## config.mk

```make
export PLATFORM = sky130hd
export DESIGN_NAME = router_nic
export DESIGN_NICKNAME = d
export VERILOG_FILES = /design/src/rtl/router_nic.sv
export SDC_FILE = /design/constraint.sdc
export NUM_CORES = 1
export LEC_CHECK = 0
export ABC_AREA = 1
export CAP_MARGIN = 20
export CORE_MARGIN = 3
export CORE_UTILIZATION = 38
export CTS_CLUSTER_DIAMETER = 120
export CTS_CLUSTER_SIZE = 14
export DETAILED_ROUTE_END_ITERATION = 12
export PLACE_DENSITY_LB_ADDON = 0.05
export SYNTH_ARGS = -nofsm -noshare
export SYNTH_HDL_FRONTEND = slang
export SYNTH_SLANG_ARGS = --single-unit
```

## constraint.sdc

```tcl
create_clock -name clk -period 1.07 [get_ports clk]
set_input_delay 0.1605 -clock clk [delete_from_list [all_inputs] [get_ports clk]]
set_output_delay 0.1605 -clock clk [all_outputs]
set_load 0.02 [all_outputs]
```

## src/rtl/router_nic.sv

```systemverilog
// router_nic: one-packet ingress/egress NIC between a PE and a mesh router local port.
// Define NIC_POLARITY_GATE_EN to allow injection only on cycles whose polarity matches the packet VC bit.
module router_nic #(
    parameter int DATA_WIDTH = 64
) (
    input  logic                  clk,
    input  logic                  reset,
    input  logic [1:0]            addr,
    input  logic [DATA_WIDTH-1:0] d_in,
    output logic [DATA_WIDTH-1:0] d_out,
    input  logic                  nic_en,
    input  logic                  nic_wr_en,
    input  logic                  polarity,
    input  logic                  net_si,
    output logic                  net_ri,
    input  logic [DATA_WIDTH-1:0] net_di,
    output logic                  net_so,
    input  logic                  net_ro,
    output logic [DATA_WIDTH-1:0] net_do
);

    localparam logic [1:0] ADDR_IN_BUF     = 2'd0;
    localparam logic [1:0] ADDR_IN_STATUS  = 2'd1;
    localparam logic [1:0] ADDR_OUT_BUF    = 2'd2;
    localparam logic [1:0] ADDR_OUT_STATUS = 2'd3;

    logic [DATA_WIDTH-1:0] in_buf_reg,  in_buf_next;
    logic [DATA_WIDTH-1:0] out_buf_reg, out_buf_next;
    logic                  in_full_reg,  in_full_next;
    logic                  out_full_reg, out_full_next;

    logic pe_rd;
    logic pe_wr;
    logic eject_capture;
    logic ingress_read;
    logic egress_load;
    logic vc_ok;

    assign pe_rd = nic_en & ~nic_wr_en;
    assign pe_wr = nic_en &  nic_wr_en;

    // A router send while full is a protocol violation; the data is simply not captured.
    assign net_ri        = ~in_full_reg;
    assign eject_capture = net_si & net_ri;
    assign ingress_read  = pe_rd & (addr == ADDR_IN_BUF);
    assign egress_load   = pe_wr & (addr == ADDR_OUT_BUF) & ~out_full_reg;

`ifdef NIC_POLARITY_GATE_EN
    assign vc_ok = (out_buf_reg[DATA_WIDTH-1] == polarity);
`else
    assign vc_ok = 1'b1;
`endif

    assign net_so = out_full_reg & net_ro & vc_ok;
    assign net_do = out_buf_reg;

    always_comb begin
        d_out = '0;
        if (pe_rd) begin
            case (addr)
                ADDR_IN_BUF:     d_out = in_buf_reg;
                ADDR_IN_STATUS:  d_out = {{(DATA_WIDTH-1){1'b0}}, in_full_reg};
                ADDR_OUT_BUF:    d_out = out_buf_reg;
                ADDR_OUT_STATUS: d_out = {{(DATA_WIDTH-1){1'b0}}, out_full_reg};
                default:         d_out = '0;
            endcase
        end
    end

    // Capture needs an empty buffer, so it can never collide with a real ingress read.
    always_comb begin
        in_buf_next  = in_buf_reg;
        in_full_next = in_full_reg;
        if (eject_capture) begin
            in_buf_next  = net_di;
            in_full_next = 1'b1;
        end else if (ingress_read) begin
            in_full_next = 1'b0;
        end
    end

    // Load needs an empty buffer and injection a full one, so the two are exclusive.
    always_comb begin
        out_buf_next  = out_buf_reg;
        out_full_next = out_full_reg;
        if (net_so) begin
            out_full_next = 1'b0;
        end else if (egress_load) begin
            out_buf_next  = d_in;
            out_full_next = 1'b1;
        end
    end

    always_ff @(posedge clk) begin
        if (reset) begin
            in_buf_reg   <= '0;
            in_full_reg  <= 1'b0;
            out_buf_reg  <= '0;
            out_full_reg <= 1'b0;
        end else begin
            in_buf_reg   <= in_buf_next;
            in_full_reg  <= in_full_next;
            out_buf_reg  <= out_buf_next;
            out_full_reg <= out_full_next;
        end
    end

endmodule

```

; ---- Yosys cells after proc, flatten, opt, wreduce, memory -nomap -nowiden
; Cells that the tools add are included.
[word_totals]
register_bits = 130
inputBits = 137
output_inout_bits = 130
wordCells = 26
[op_classes]
n_eq_ne = 3
n_mux = 4
bitwise_logic = 11
reduce_logical = 4
[op_table]
columns = cell, count
row1 = $pmux 64 s4, 1
row2 = $mux 64, 1
row3 = $and 1x1->1, 7
row4 = $eq 2x2->1 const B, 2
row5 = $not 1->1, 4
row6 = $eq 2x1->1 const B, 1
row7 = $logic_not 2->1, 1
row8 = $mux 1, 2
row9 = $reduce_and 2->1, 1
row10 = $reduce_bool 2->1, 1
row11 = $reduce_or 2->1, 1

; ---- Logic depth before layout (Yosys ltp)
; Gate-level depths: netlist of the first run.
[depth]
word_depth = 5
ltp_mapped = 8
depth_no_buf = 6

; ---- Worst setup path after synthesis of the first run
; OpenSTA, ideal clock, no wires.
[synth_path]
kind = input to output
from = input port nic_en
to = output port d_out[10]
arrival_time_ns = 0.982
required_ns = 0.910
slack_ns = -0.072
path_stages = 6
path_buffers = 2
cell_sequence = inv_1 -> nor2_1 -> buf_2 -> clkbuf_1 -> nand3_1 -> nand2_1
[synth_between]
elab_chain_len = 2
[synth_lines]
columns = item, line_no
row1 = "start, declared", 11  ; input logic nic_en,
row2 = $and 1x1->1, 39  ; assign pe_rd = nic_en & ~nic_wr_en;
row3 = $mux 64, 59  ; if (pe_rd) begin
row4 = "end, declared", 10  ; output logic [DATA_WIDTH-1:0] d_out,
; No other way between the ends.

; ---- Worst setup path after layout of the first run
[layout_path]
from = register out_full_reg
to = register out_buf_reg[19], in the netlist net_do[19]
[layout_between]
elab_chain_len = 3
word_cells_on_any_way = 5
cone_classes = bitwise (4) / reduce/logical (1)
[layout_lines]
columns = item, line_no
row1 = "start, declared", 30  ; logic out_full_reg, out_full_next;
row2 = "start signal, assigned", 104  ; out_full_reg <= out_full_next;
row3 = $and 1x1->1 / $not 1->1 (equally long branches), "54, 46"
row4 = $not 1->1 (no line) / $and 1x1->1 (equally long branches), n/a
row5 = $reduce_and 2->1 (no line) *, n/a
row6 = "end signal, assigned", 103  ; out_buf_reg <= out_buf_next;
row7 = "end, declared", 28  ; logic [DATA_WIDTH-1:0] out_buf_reg, out_buf_next;
; Mark *: on every way between the ends. The rest lies on a longest branch, timed or not.
; A chain may end at the register's enable or synchronous reset.

==> results of run 1 <==
-- power by group through the flow --
stage | Combinational [mW] | Sequential, mW | Clock (mW)
2_1_floorplan | 0.918 | 5.48 | 0
3_3_place_gp | 2.25 | 5.38 | 0
3_5_place_dp | 2.26 | 5.40 | 0
4_1_cts | 3.16 | 5.37 | 6.28
5_1_grt | 4.38 | 5.54 | 6.60
6_report | 4.27 | 5.52 | 6.47
-- how the worst min path moves through the flow --
stage,slack [ns],from,endpoint
4_1_cts,0.26,nic_wr_en,net_do[9]$_SDFFE_PP0P_
6_report,0.34,d_in[11],net_do[11]$_SDFFE_PP0P_
3_3_place_gp,0.46,in_full_reg$_SDFFE_PP0P_,in_full_reg$_SDFFE_PP0P_
5_1_grt,0.38,net_di[9],in_buf_reg[9]$_SDFFE_PP0P_
3_5_place_dp,0.47,in_full_reg$_SDFFE_PP0P_,in_full_reg$_SDFFE_PP0P_
2_1_floorplan,0.23,reset,in_full_reg$_SDFFE_PP0P_
-- synth_stat cells, drive strengths merged --
| master | number | area share |
|---|---|---|
| clkbuf | 25 | 0.016 |
| inv | 74 | 0.047 |
| dfxtp | 130 | 0.44 |
| nor2 | 263 | 0.17 |
| nand2 | 196 | 0.12 |
| a21oi | 2 | 0.0017 |
| buf | 43 | 0.041 |
| nand3 | 128 | 0.11 |
| o21ai | 67 | 0.057 |
-- per-stage QoR --
stage | cell area [um2] | hold WS [ns]
after floorplan | 5970 | 0.230
after global placement | 9560 | 0.457
after detailed placement | 9560 | 0.466
after CTS | 12900 | 0.264
after global routing | 14600 | 0.380
final | 14600 | 0.339
-- per-layer routing --
| layer | global-route usage | wire [um] | vias to the layer above |
|---|---|---|---|
| met3 | 0.0833 | 5420 | 359 |
| met2 | 0.542 | 19200 | 881 |
| li1 | - | - | 3803 |
| met4 | 0.142 | 4030 | 0 |
| met1 | 0.375 | 13900 | 4457 |
| met5 | 0 | 0 | - |
-- repair_timing --
action | 4_1_cts | 5_1_grt
hold buffers | 0 | 0
buffers inserted | 74 | 40
setup endpoints to repair | 259 | 259
gates cloned | 27 | 24
pin swaps | 71 | 131
gates resized for setup | 1150 | 377
-- kinds of logic (layout without fill, tap and decap cells) --
group                  Yosys count  count (layout)  synth area share
and+or+nand+nor                587             588             0.399
buffers and inverters          142             602             0.104
DFF                            130             130             0.439
AOI/OAI and AO/OA               69              69            0.0583
other                            0               2                 0
-- critical path, stage by stage (launching register included) --
cell and delay (ns):
sky130_fd_sc_hd__dfxtp_2 0.35, sky130_fd_sc_hd__buf_6 0.11, sky130_fd_sc_hd__inv_4 0.03, sky130_fd_sc_hd__nand2_4 0.05
sky130_fd_sc_hd__nor2_4 0.06, sky130_fd_sc_hd__buf_12 0.14, sky130_fd_sc_hd__buf_12 0.14, sky130_fd_sc_hd__buf_16 0.15
sky130_fd_sc_hd__nor2_1 0.47, sky130_fd_sc_hd__nor2_1 0.16
-- layout make-up --
type | count | area share
timing repair buffer | 495 | 0.428
timing repair inverter | 1 | 0.000769
tap | 211 | 0.0180
multi-input combinational | 657 | 0.303
clock buffer | 22 | 0.0324
inverter | 74 | 0.0205
sequential | 130 | 0.186
clock inverter | 10 | 0.0106
antenna | 2 | 0.000342
==> metrics.json, run 1 <==
{
  "vias": {"value": 9500},
  "total_leakage_power": {"value": 6.34, "unit": "nW"},
  "flow.area_growth_from_synthesis": {"value": 147, "unit": "%"},
  "route.detailed.wl_per_inst": {"value": 26.6, "unit": "um"},
  "avgSynthCellArea": {"value": 6.39, "unit": "um2"},
  "drv_slew": {"value": 0},
  "multi_input_area": {"value": 4430, "unit": "um2"},
  "crit-reg2reg-launch": {"value": "out_full_reg$_SDFFE_PP0P_"},
  "critical_path_sink_type": {"value": "flip-flop"},
  "nFillCells": {"value": 353},
  "initial_utilization": {"value": 0.389},
  "clock_tree.htree_level_count": {"value": 4},
  "required_time_of_the_worst_setup_path": {"value": 1.35, "unit": "ns"},
  "cts_inserted_buffers": {"value": 17},
  "layoutNonFillerInstCount": {"value": 1602},
  "worst_slack_setup_final": {"value": -0.761, "unit": "ns"},
  "fmaxAchievable": {"value": 546, "unit": "MHz"},
  "finalClockSkew": {"value": 0.00869, "unit": "ns"},
  "seq_area_frac_synth": {"value": 0.439},
  "yosysWarnings": {"value": 0},
  "io_buffer_count": {"value": 265},
  "io-pin-count": {"value": 267},
  "netlist-cell-type-count": {"value": 14},
  "worst_ir_drop_vdd": {"value": 0.00128, "unit": "V"},
  "clockRootBuffer": {"value": "sky130_fd_sc_hd__clkbuf_16"},
  "worst-r2r-cell-count": {"value": 9},
  "internal_power_component": {"value": 11.4, "unit": "mW"},
  "switchingPower": {"value": 4.88, "unit": "mW"},
  "drt-vias-per-instance": {"value": 5.93},
  "min_path_type": {"value": "in -> reg"},
  "timing.rr.end": {"value": "net_do[19]$_SDFFE_PP0P_"},
  "dr.pass1.iters": {"value": 6},
  "seqCellArea": {"value": 2730, "unit": "um2"},
  "drc": {"value": 0},
  "timing.hold.worst_path_depth": {"value": 5},
  "syn_nets": {"value": 1065},
  "final_nets": {"value": 1513},
  "cts_tree": {"value": "yes"},
  "proportion_of_total_power_due_to_net_switching": {"value": 0.300},
  "ant_nets": {"value": 0},
  "violations_in_the_final_reports": {"value": "negative setup slack"},
  "rsz0062_at_grt": {"value": "yes"},
  "number_of_antenna_violations_at_the_first_check_in_global_routing": {"value": 3},
  "commonest_non_fill_non_tap_cells_in_the_layout": {"value": "sky130_fd_sc_hd__buf_6 (234), sky130_fd_sc_hd__nor2_1 (186), sky130_fd_sc_hd__clkdlybuf4s50_1 (130), sky130_fd_sc_hd__nand2_2 (104), sky130_fd_sc_hd__nand2_1 (85)"},
  "yosys_register_bits": {"value": 130},
  "crit_arrival": {"value": 2.12, "unit": "ns"},
  "grt_max_degree": {"value": 54},
  "wire_length_of_the_first_global_routing_pass": {"value": 41.7, "unit": "mm"},
  "timing.critical_path.from_type": {"value": "flip-flop"},
  "final-setup-viol-count": {"value": 257},
  "drv_cap": {"value": 0},
  "critical_path.startpoint": {"value": "out_full_reg$_SDFFE_PP0P_"},
  "final_core_util": {"value": 0.959},
  "power_frac_clock": {"value": 0.398},
  "clkSlewWorstSetupHoldPaths": {"value": 0.07, "unit": "ns"},
  "place.detailed.hpwl": {"value": 13.7, "unit": "mm"},
  "endpoint": {"value": "net_do[19]$_SDFFE_PP0P_"},
  "dr.first_iter.drc_count": {"value": 1259},
  "final_period_minus_worst_setup_slack": {"value": 1.83, "unit": "ns"},
  "finalHoldViolations": {"value": 0},
  "die_area": {"value": 17100, "unit": "um2"},
  "count_of_mapped_cells_out_of_synthesis": {"value": 928},
  "most_frequent_standard_cell_in_the_layout_excluding_fill_and_tap_cells": {"value": "sky130_fd_sc_hd__buf_6"},
  "tritoncts_sinks": {"value": 130},
  "mappedNetlistArea": {"value": 5930, "unit": "um2"},
  "route.final.wire_length": {"value": 42.6, "unit": "mm"},
  "post_route_cells_drive_above_1_share": {"value": 0.576},
  "cellPowerDensity": {"value": 1110, "unit": "nW/um2"},
  "p_seq_frac": {"value": 0.339},
  "coreArea": {"value": 15300, "unit": "um2"},
  "finalWeightedCongestion": {"value": 0.792},
  "min_period_over_period": {"value": 1.71},
  "numPlacedInstances": {"value": 1435},
  "r2r_setup_slack": {"value": -0.76, "unit": "ns"},
  "rows": {"value": 45},
  "fin_tns_setup": {"value": -67.70, "unit": "ns"},
  "maxSlewHeadroom": {"value": 0.595},
  "cts_buffer_depth": {"value": 2},
  "post-layout-total-power": {"value": 16.3, "unit": "mW"},
  "first_global_vias": {"value": 7825},
  "clk_latency": {"value": 0.43, "unit": "ns"},
  "grt_usage": {"value": 0.318},
  "worstMarginPinSlew": {"value": 0.605, "unit": "ns"},
  "timing.setup.critical_path_class": {"value": "reg -> reg"},
  "fp.dieH": {"value": 131, "unit": "um"},
  "post_placement_setup_slack": {"value": -1.11, "unit": "ns"},
  "cp_max_fo": {"value": 7},
  "grt_remaining_overflow": {"value": 0},
  "part_of_the_power_in_combinational_logic": {"value": 0.263},
  "floorplan.die.width": {"value": 131, "unit": "um"},
  "outcome": {"value": "complete, but fails checks"}
}
No activity file was read; power rests on OpenSTA's default activity.
==> inputs of run 2 (changes only) <==
- CORE_UTILIZATION: 38 -> 50
- DONT_BUFFER_PORTS: default -> 1
==> metrics.json, run 2 <==
{
  "lastStage": {"value": "5_1_grt"},
  "outcome": {"value": "did not finish"},
  "yosysTopAreaCell": {"value": "sky130_fd_sc_hd__dfxtp_1"},
  "syn_nets": {"value": 1065},
  "clockRootBuffer": {"value": "sky130_fd_sc_hd__clkbuf_16"},
  "synth_top_flop_cell": {"value": "sky130_fd_sc_hd__dfxtp_1"},
  "seq_area_frac_synth": {"value": 0.439},
  "cts_buffer_depth": {"value": 2},
  "run.stop_error": {"value": "[ERROR DPL-0038] Utilization greater than 100%, impossible to legalize"},
  "finalWeightedCongestion": {"value": 0.795},
  "timing.repair.worst_endpoint_type": {"value": "primary output"},
  "yosysWarnings": {"value": 0},
  "rows": {"value": 39},
  "place.detailed.hpwl": {"value": 11.9, "unit": "mm"},
  "mappedNetlistArea": {"value": 5930, "unit": "um2"},
  "yosys_register_bits": {"value": 130},
  "avgSynthCellArea": {"value": 6.39, "unit": "um2"},
  "post_dp_cell_area": {"value": 6720, "unit": "um2"},
  "fp.dieH": {"value": 115, "unit": "um"},
  "synth.top_cells.by_count": {"value": "sky130_fd_sc_hd__nor2_1 (262), sky130_fd_sc_hd__nand2_1 (196), sky130_fd_sc_hd__dfxtp_1 (130)"},
  "synth_area_leaders": {"value": "sky130_fd_sc_hd__dfxtp_1 (44%), sky130_fd_sc_hd__nor2_1 (17%), sky130_fd_sc_hd__nand2_1 (12%)"},
  "cts_inserted_buffers": {"value": 17},
  "io-pin-count": {"value": 267},
  "io_buffer_count": {"value": 0},
  "floorplan.die.width": {"value": 115, "unit": "um"},
  "yosys.cell_count.top_type": {"value": "sky130_fd_sc_hd__nor2_1"},
  "count_of_mapped_cells_out_of_synthesis": {"value": 928},
  "grt_worst_setup_endpoint": {"value": "d_out[0]"},
  "clock_tree.htree_level_count": {"value": 4},
  "tritoncts_sinks": {"value": 130},
  "grt_max_degree": {"value": 54},
  "synth.top_cell.area_share": {"value": 0.439},
  "synth-async-reset-ratio": {"value": 0},
  "initial_utilization": {"value": 0.515},
  "netlist-cell-type-count": {"value": 14},
  "synth-edff-count": {"value": 0}
}
==> run 2: cell counts after synthesis <==
Identical to the previous run, type by type.
==> run 2: what timing repair did <==
| action | 4_1_cts |
|---|---|
| pin swaps | 86 |
| buffers inserted | 25 |
| hold endpoints to repair | 130 |
| setup endpoints to repair | 229 |
| gates resized for setup | 461 |
| cloned | 23 |
| hold buffers | 130 |
==> run 2: stage by stage <==
step / cells / hold slack, ns / TNS, ns / setup WS (ns)
2_1_floorplan: 928 / 0.230 / -2.70 / -0.0676
3_3_place_gp: 1097 / 0.235 / -9.18 / -0.123
3_5_place_dp: 1097 / 0.235 / -11.69 / -0.146
4_1_cts: 1304 / 0.0228 / -19.97 / -0.393
==> run 2: kinds of logic after synthesis <==
family                 count (synthesis)  synth area share
buffers and inverters                142             0.104
AOI/OAI and AO/OA                     69            0.0583
and+or+nand+nor                      587             0.399
DFF                                  130             0.439
==> inputs of run 3 (changes only) <==
- CORE_UTILIZATION: 50 -> 35
- CTS_CLUSTER_DIAMETER: 120 -> default
- CTS_CLUSTER_SIZE: 14 -> default
- PLACE_DENSITY_LB_ADDON: 0.05 -> 0.15
- clock period: 1.07 -> 1.39 ns (I/O delays scaled with it)
==> metrics.json, run 3 (same netlist as run 1, synthesis figures left out) <==
{
  "crit-reg2reg-launch": {"value": "out_full_reg$_SDFFE_PP0P_"},
  "route.final.wire_length": {"value": 20.2, "unit": "mm"},
  "post_route_cells_drive_above_1_share": {"value": 0.127},
  "number_of_antenna_violations_at_the_first_check_in_global_routing": {"value": 1},
  "drc": {"value": 0},
  "worst_ir_drop_vdd": {"value": 0.000860, "unit": "V"},
  "worstMarginPinSlew": {"value": 0.392, "unit": "ns"},
  "most_frequent_standard_cell_in_the_layout_excluding_fill_and_tap_cells": {"value": "sky130_fd_sc_hd__nor2_1"},
  "switchingPower": {"value": 2.57, "unit": "mW"},
  "finalHoldViolations": {"value": 0},
  "required_time_of_the_worst_setup_path": {"value": 1.18, "unit": "ns"},
  "power_frac_clock": {"value": 0.447},
  "fp.dieH": {"value": 136, "unit": "um"},
  "r2r_setup_slack": {"value": 0.08, "unit": "ns"},
  "flow.area_growth_from_synthesis": {"value": 43.9, "unit": "%"},
  "nFillCells": {"value": 1622},
  "min_path_type": {"value": "in -> reg"},
  "cellPowerDensity": {"value": 1160, "unit": "nW/um2"},
  "total_leakage_power": {"value": 3.97, "unit": "nW"},
  "coreArea": {"value": 16200, "unit": "um2"},
  "initial_utilization": {"value": 0.365},
  "io-pin-count": {"value": 267},
  "maxSlewHeadroom": {"value": 0.738},
  "grt_max_degree": {"value": 70},
  "proportion_of_total_power_due_to_net_switching": {"value": 0.259},
  "min_period_over_period": {"value": 1.02},
  "timing.hold.worst_endpoint": {"value": "net_do[55]$_SDFFE_PP0P_"},
  "cts_inserted_buffers": {"value": 17},
  "drv_slew": {"value": 0},
  "final_period_minus_worst_setup_slack": {"value": 1.42, "unit": "ns"},
  "tritoncts_sinks": {"value": 130},
  "p_seq_frac": {"value": 0.415},
  "wire_length_of_the_first_global_routing_pass": {"value": 30.5, "unit": "mm"},
  "violations_in_the_final_reports": {"value": "negative setup slack"},
  "min_from": {"value": "d_in[55]"},
  "outcome": {"value": "complete, but fails checks"},
  "vias": {"value": 6246},
  "floorplan.die.width": {"value": 136, "unit": "um"},
  "rows": {"value": 46},
  "clockRootBuffer": {"value": "sky130_fd_sc_hd__clkbuf_16"},
  "dr.pass1.iters": {"value": 6},
  "place.detailed.hpwl": {"value": 12.4, "unit": "mm"},
  "commonest_non_fill_non_tap_cells_in_the_layout": {"value": "sky130_fd_sc_hd__nor2_1 (259), sky130_fd_sc_hd__nand2_1 (189), sky130_fd_sc_hd__nand3_1 (127), sky130_fd_sc_hd__dlygate4sd3_1 (127), sky130_fd_sc_hd__dfxtp_1 (103)"},
  "grt_remaining_overflow": {"value": 0},
  "final_nets": {"value": 1207},
  "post_placement_setup_slack": {"value": 0.0751, "unit": "ns"},
  "grt_usage": {"value": 0.207},
  "ant_nets": {"value": 0},
  "final-setup-viol-count": {"value": 1},
  "clk_latency": {"value": 0.42, "unit": "ns"},
  "finalWeightedCongestion": {"value": 0.759},
  "timing.critical_path.from_type": {"value": "flip-flop"},
  "cts_tree": {"value": "yes"},
  "cp_max_fo": {"value": 3},
  "drv_cap": {"value": 0},
  "part_of_the_power_in_combinational_logic": {"value": 0.138},
  "timing.rr.end": {"value": "net_do[17]$_SDFFE_PP0P_"},
  "rsz0062_at_grt": {"value": "yes"},
  "clkSlewWorstSetupHoldPaths": {"value": 0.06, "unit": "ns"},
  "internal_power_component": {"value": 7.35, "unit": "mW"},
  "fin_tns_setup": {"value": -0.0261, "unit": "ns"},
  "fmaxAchievable": {"value": 706, "unit": "MHz"},
  "worst_hold_slack": {"value": 0.0192, "unit": "ns"},
  "worst_slack_setup_final": {"value": -0.0261, "unit": "ns"},
  "timing.hold.worst_path_depth": {"value": 4},
  "die_area": {"value": 18500, "unit": "um2"},
  "route.detailed.wl_per_inst": {"value": 15.5, "unit": "um"},
  "dr.first_iter.drc_count": {"value": 327},
  "timing.setup.critical_path_class": {"value": "reg -> out"},
  "critical_path_sink_type": {"value": "primary output"},
  "io_buffer_count": {"value": 0},
  "finalClockSkew": {"value": 0.00768, "unit": "ns"},
  "first_global_vias": {"value": 5987},
  "crit_arrival": {"value": 1.21, "unit": "ns"},
  "cts_buffer_depth": {"value": 2},
  "post-layout-total-power": {"value": 9.92, "unit": "mW"},
  "worst-r2r-cell-count": {"value": 8},
  "clock_tree.htree_level_count": {"value": 4},
  "drt-vias-per-instance": {"value": 4.80}
}
-- run 3: what timing repair did --
action,CTS,global route
gates cloned,0,2
buffers inserted,1,3
hold buffers,127,0
endpoints found under the setup margin,26,37
hold endpoints to repair,127,0
pin swaps,2,2
resized for setup,28,10
-- run 3: worst max-delay path by stage --
stage	start	endpoint	slack, ns	cells past startpoint
2_1_floorplan	nic_en	d_out[10]	0.15	6
4_1_cts	in_full_reg$_SDFFE_PP0P_	d_out[0]	-0.09	5
3_5_place_dp	nic_en	d_out[0]	0.08	6
6_report	out_full_reg$_SDFFE_PP0P_	d_out[0]	-0.03	5
3_3_place_gp	nic_en	d_out[0]	0.07	6
5_1_grt	out_full_reg$_SDFFE_PP0P_	d_out[0]	-0.10	5
-- run 3: power by group through the flow --
stage / Combinational (mW) / Clock [mW] / Sequential [mW]
3_3_place_gp: 1.04 / 0 / 4.18
4_1_cts: 1.34 / 4.54 / 4.12
2_1_floorplan: 0.676 / 0 / 4.22
3_5_place_dp: 1.04 / 0 / 4.19
6_report: 1.37 / 4.43 / 4.12
5_1_grt: 1.52 / 4.70 / 4.14
-- run 3: critical path, cell delays in order, from the launching register on --
cell and delay (ns):
sky130_fd_sc_hd__dfxtp_2 0.35, sky130_fd_sc_hd__nand3_2 0.07, sky130_fd_sc_hd__o21ai_2 0.05, sky130_fd_sc_hd__inv_1 0.06, sky130_fd_sc_hd__a21oi_2 0.13, sky130_fd_sc_hd__buf_6 0.14
-- run 3: per-stage QoR --
stage                     instances   util  cell area (um2)
after floorplan                 928      -             5930
after global placement         1134  0.401             6520
after detailed placement       1134  0.401             6520
after CTS                      1294  0.518             8410
after global routing           1300  0.526             8530
final                          1301  0.526             8530
-- run 3: final cells by class --
class	count	area (um2)	share of cell area
inverter	74	279	0.0327
clock buffer	23	478	0.0560
multi-input combinational	656	2770	0.324
timing repair buffer	191	1990	0.233
antenna	2	5.00	0.000587
tap	216	270	0.0317
sequential	130	2640	0.309
clock inverter	9	105	0.0123
-- run 3: metal layers --
| layer | part of all wire | GRT usage | wire (um) | up-vias |
|---|---|---|---|---|
| li1 | - | - | - | 3156 |
| met3 | 0.082 | 0.0796 | 1660 | 27 |
| met1 | 0.41 | 0.236 | 8260 | 2843 |
| met5 | 0 | 0 | 0 | - |
| met4 | 0.018 | 0.0689 | 366 | 0 |
| met2 | 0.49 | 0.357 | 9900 | 220 |
